File: src/rtl/pc_sequencer_pkg.sv
// pc_sequencer_pkg: shared state encoding and default parameters for the PC sequencer.
package pc_sequencer_pkg;

    typedef enum logic [1:0] {
        ISSUE    = 2'd0,
        WAIT_ACK = 2'd1,
        EXEC     = 2'd2,
        HALT     = 2'd3
    } state_t;

    localparam logic [31:0] DEF_RESET_VEC = 32'h0000_0000;
    localparam logic [31:0] DEF_PC_INC    = 32'd1;

endpackage

File: src/rtl/pc_sequencer_pc_reg.sv
// pc_reg: 32-bit load-enabled register with asynchronous active-low reset to RST_VAL.
module pc_reg #(
    parameter logic [31:0] RST_VAL = 32'h0000_0000
) (
    input  logic        clk,
    input  logic        rst_n,
    input  logic        load,
    input  logic [31:0] d,
    output logic [31:0] q
);

    always_ff @(posedge clk or negedge rst_n)
        if (!rst_n)
            q <= RST_VAL;
        else if (load)
            q <= d;

endmodule

File: src/rtl/pc_sequencer.sv
// pc_sequencer: multi-cycle fetch/execute sequencer owning the program counter.
// Outputs decode from state or come straight from registers, so no input reaches an output combinationally.
module pc_sequencer
    import pc_sequencer_pkg::*;
#(
    parameter logic [31:0] RESET_VEC = DEF_RESET_VEC,
    parameter logic [31:0] PC_INC    = DEF_PC_INC
) (
    input  logic        clk,
    input  logic        rst_n,
    input  logic        stall,
    input  logic        halt_req,
    input  logic        resume,
    output logic        imem_req,
    output logic [31:0] imem_addr,
    input  logic        imem_ack,
    input  logic [31:0] imem_rdata,
    output logic        instr_valid,
    output logic [31:0] instr,
    input  logic        ex_done,
    input  logic        redirect,
    input  logic [31:0] redirect_target,
    output logic [31:0] pc,
    output logic        halted,
    output logic [31:0] retired
);

    state_t      state, next;
    logic        halt_pend;
    logic        pc_load, instr_load;
    logic [31:0] pc_next;

    always_ff @(posedge clk or negedge rst_n)
        if (!rst_n)
            state <= ISSUE;
        else
            state <= next;

    always_comb begin
        next = state;
        case (state)
            ISSUE:    next = (halt_pend || halt_req) ? HALT : stall ? ISSUE : WAIT_ACK;
            WAIT_ACK: next = imem_ack ? EXEC : WAIT_ACK;
            EXEC:     next = ex_done ? ISSUE : EXEC;
            HALT:     next = (resume && !halt_req) ? ISSUE : HALT;
            default:  next = ISSUE;
        endcase
    end

    // A halt seen mid-instruction is remembered until the next ISSUE so it never aborts a fetch.
    always_ff @(posedge clk or negedge rst_n)
        if (!rst_n)
            halt_pend <= 1'b0;
        else if (next == HALT && state != HALT)
            halt_pend <= 1'b0;
        else if (halt_req && state != HALT)
            halt_pend <= 1'b1;

    always_ff @(posedge clk or negedge rst_n)
        if (!rst_n)
            retired <= 32'd0;
        else if (pc_load)
            retired <= retired + 32'd1;

    assign pc_load    = (state == EXEC) && ex_done;
    assign instr_load = (state == WAIT_ACK) && imem_ack;
    assign pc_next    = redirect ? redirect_target : pc + PC_INC;

    pc_reg #(.RST_VAL(RESET_VEC)) u_pc (
        .clk  (clk),
        .rst_n(rst_n),
        .load (pc_load),
        .d    (pc_next),
        .q    (pc)
    );

    pc_reg #(.RST_VAL(32'h0000_0000)) u_instr (
        .clk  (clk),
        .rst_n(rst_n),
        .load (instr_load),
        .d    (imem_rdata),
        .q    (instr)
    );

    assign imem_req    = (state == WAIT_ACK);
    assign imem_addr   = pc;
    assign instr_valid = (state == EXEC);
    assign halted      = (state == HALT);

endmodule

File: config.mk
export PLATFORM = sky130hd
export DESIGN_NAME = pc_sequencer
export DESIGN_NICKNAME = d
export VERILOG_FILES = /design/src/rtl/pc_sequencer_pkg.sv /design/src/rtl/pc_sequencer_pc_reg.sv /design/src/rtl/pc_sequencer.sv
export SDC_FILE = /design/constraint.sdc
export NUM_CORES = 1
export LEC_CHECK = 0
export ABC_AREA = 1
export CORE_AREA = 2 2 117 119
export CTS_CLUSTER_SIZE = 12
export DETAILED_ROUTE_END_ITERATION = 12
export DIE_AREA = 0 0 119 121
export GPL_ROUTABILITY_DRIVEN = 0
export HOLD_SLACK_MARGIN = 0.15
export PLACE_DENSITY = 0.84
export SLEW_MARGIN = 20
export SYNTH_ARGS = -nofsm -noshare
export SYNTH_HDL_FRONTEND = slang
export SYNTH_SLANG_ARGS = --single-unit
export TNS_END_PERCENT = 50
File: constraint.sdc
create_clock -name clk -period 1.8 [get_ports clk]
set_clock_uncertainty 0.15 [all_clocks]
set_input_delay 0.36 -clock clk [delete_from_list [all_inputs] [get_ports clk]]
set_output_delay 0.36 -clock clk [all_outputs]
set_load 0.05 [all_outputs]
==> run metrics <==
mapped cell area between 6000 and 7000 µm²; run status finished, final reports clean; first-pass GRT wire length 31300 µm; Max Fclk about 560 MHz; Residual DRC 0; register area 2490 µm²; Yosys Warn Count 0; Static Leak 4.49 nW; Chip Height between 100 and 150 µm; Finished Layout Cells 1215; Vias 6377; HPWL after DPL 14900 µm; total negative setup slack 0 ns; pin count of the biggest net entering global routing 33; Cells after DPL 1196; share of layout cells above drive strength 1 0.284; CTS buffer count 9; Congestion Overflow GR 0; ranking of synthesized cells by area dfrtp_1 (41%), nand2_1 (16%), nor2_1 (7.1%); IR Drop Worst-Case VDD 1.11 mV; Die Area 14400 µm²; Yosys top cell by area dfrtp_1; 1st-pass router iterations 5; top_reg_cell synth dfrtp_1; MaxCap Viol Count 0; H-tree level count 3; Die W about 120 µm; GR Util met1 0.314; routed length per placed instance ~16 µm; Post-synth EDFFs 0; final hold vios 0; met3 usage 0.0757; # nets final 1108; DRT iter0 DRCs approximately 670; Root Driver clkbuf_16; worst skew pair latency 0.35 ns; post-synthesis instance total 807; GR peak layer met2; startpoint class of the critical path flip-flop; vias per inst between 5 and 6; #FFs+latches synth 99; Design Power 18.2 mW; core area around 13000 µm²; Post-Syn Nets slightly below 900; Slew Viols, Final 0; # port buffers 202; met2 global-route usage 0.479; Clock Tree Buf Depth 2; post-synthesis sequential area ratio 0.410; Starting Density 0.462; vias in the first global route approximately 6.3k; Place WS -0.262 ns; Clk pin slew, worst setup/hold paths 0.07 ns; TritonCTS clock tree built; Worst Max-Slew Pin Slew 0.438 ns; PwrDens 1860 nW/µm²; setup ws final 0.00931 ns; Final min period around 1.8 ns; footprint of the multi-input gates 2990 µm²; R2R setup slack ~0.0093 ns; Setup Crit Path Kind flip-flop to flip-flop; Hold Path Class input port to asynchronous set/reset pin; CP Data Required Time between 1.5 and 2 ns; total track usage 0.272; IO Pins 203; final setup fails 0; endpoint type of the worst setup path flip-flop; initial antenna violation count 0; crit-path max FO 4; P&R area growth vs syn 61.8%; Synth async-reset ratio 1.00; Fin Hold WS 0.271 ns; most frequent cell after synthesis nand2_1; row count between 40 and 50; critical path data arrival time about 1.9 ns; headroom to the max-slew limit 0.707; Filler cells approximately 850; Ant. Diodes 0; most frequent cells after synthesis nand2_1 (261), nor2_1 (115), dfrtp_1 (99); RSZ-0062 raised after global routing true; DRT antenna net count 0; TritonCTS sink count 99; post-synth top area share 0.410; Yosys cell types 39; total wire length between 15000 and 20000 µm; crit share post-route 0.995; Syn Area/Cell 7.49 µm²
==> power breakdown <==
group,switching (mW),internal (mW),total (mW)
clock,0.963,0.978,1.94
combinational,7.14,5.20,12.3
sequential,0.815,3.09,3.90
total,8.92,9.27,18.2
==> timing repair <==
item / in CTS / in global routing
gates resized for setup: 1 / 24
pin swaps: 0 / 4
hold buffers: 1 / 0
endpoints found under the hold margin: 99 / 0
setup buffers: 0 / 2
setup endpoints to repair: 2 / 30
==> sequential cells by signal, summed over array words and instances, names as in the netlist <==
signal / count
retired: 32
u_instr.q: 32
u_pc.q: 32
state: 2
halt_pend: 1
==> layer usage <==
| layer | vias up | wire, µm |
|---|---|---|
| li1 | 2962 | - |
| met5 | - | 0 |
| met3 | 61 | 1800 |
| met1 | 2975 | 7390 |
| met2 | 379 | 9950 |
| met4 | 0 | 601 |
==> final cells by class <==
cell class	instances	area share
well taps	176	0.0225
inverters	76	0.0292
multi-input cells	581	0.305
clock buffers	9	0.0230
clock inverters	7	0.00704
repair buffers	267	0.358
flip-flops and latches	99	0.255
==> per-stage QoR <==
step | utilization | cell area [µm²]
2_1_floorplan | - | 6050
3_3_place_gp | 0.717 | 9380
3_5_place_dp | 0.717 | 9380
4_1_cts | 0.740 | 9690
5_1_grt | 0.747 | 9780
6_report | 0.747 | 9780
==> worst max-delay path, cell delays in order (launching register included) <==
cell and delay [ns]:
dfrtp_1 0.50, nand2_1 0.14, nor2_1 0.17, inv_1 0.09, nor2_1 0.35, nand3_1 0.15
nand2_1 0.09, nand2_1 0.05
==> cell families (layout without fill, tap and decap cells) <==
group,after synthesis,in the layout,synth area share
AOI/OAI and AO/OA,57,57,0.0510
xor gates and xnor gates,18,18,0.0261
adders and majority gates,2,2,0.00414
buffers and inverters,127,359,0.107
DFF,99,99,0.410
muxes,32,32,0.0597
and+or+nand+nor,472,472,0.342
==> worst paths after layout <==
check,from,to,cells after the start
max,retired[18],retired[31],7
min,rst_n,u_pc.q[7],2
max reg2reg,retired[18],retired[31],7
min reg2reg,u_instr.q[27],u_instr.q[27],1
max in group asynchronous,rst_n,u_pc.q[17],3
min in group clk,u_instr.q[27],u_instr.q[27],1
==> cells in the final DEF (no fill, tap or decap), drive strengths merged, types with 2 or more instances in the layout <==
cell type      instances
nand2                266
buf                  196
nor2                 134
dfrtp                 99
inv                   79
clkdlybuf4s50         70
nand3                 46
mux2                  32
o21ai                 29
a21oi                 19
xor2                  13
clkbuf                 9
nand3b                 8
nand4                  8
nor3                   7
xnor2                  5
clkinv                 4
o22ai                  3
ha                     2
or2                    2
Note: power is estimated with default switching activity, not from simulation.
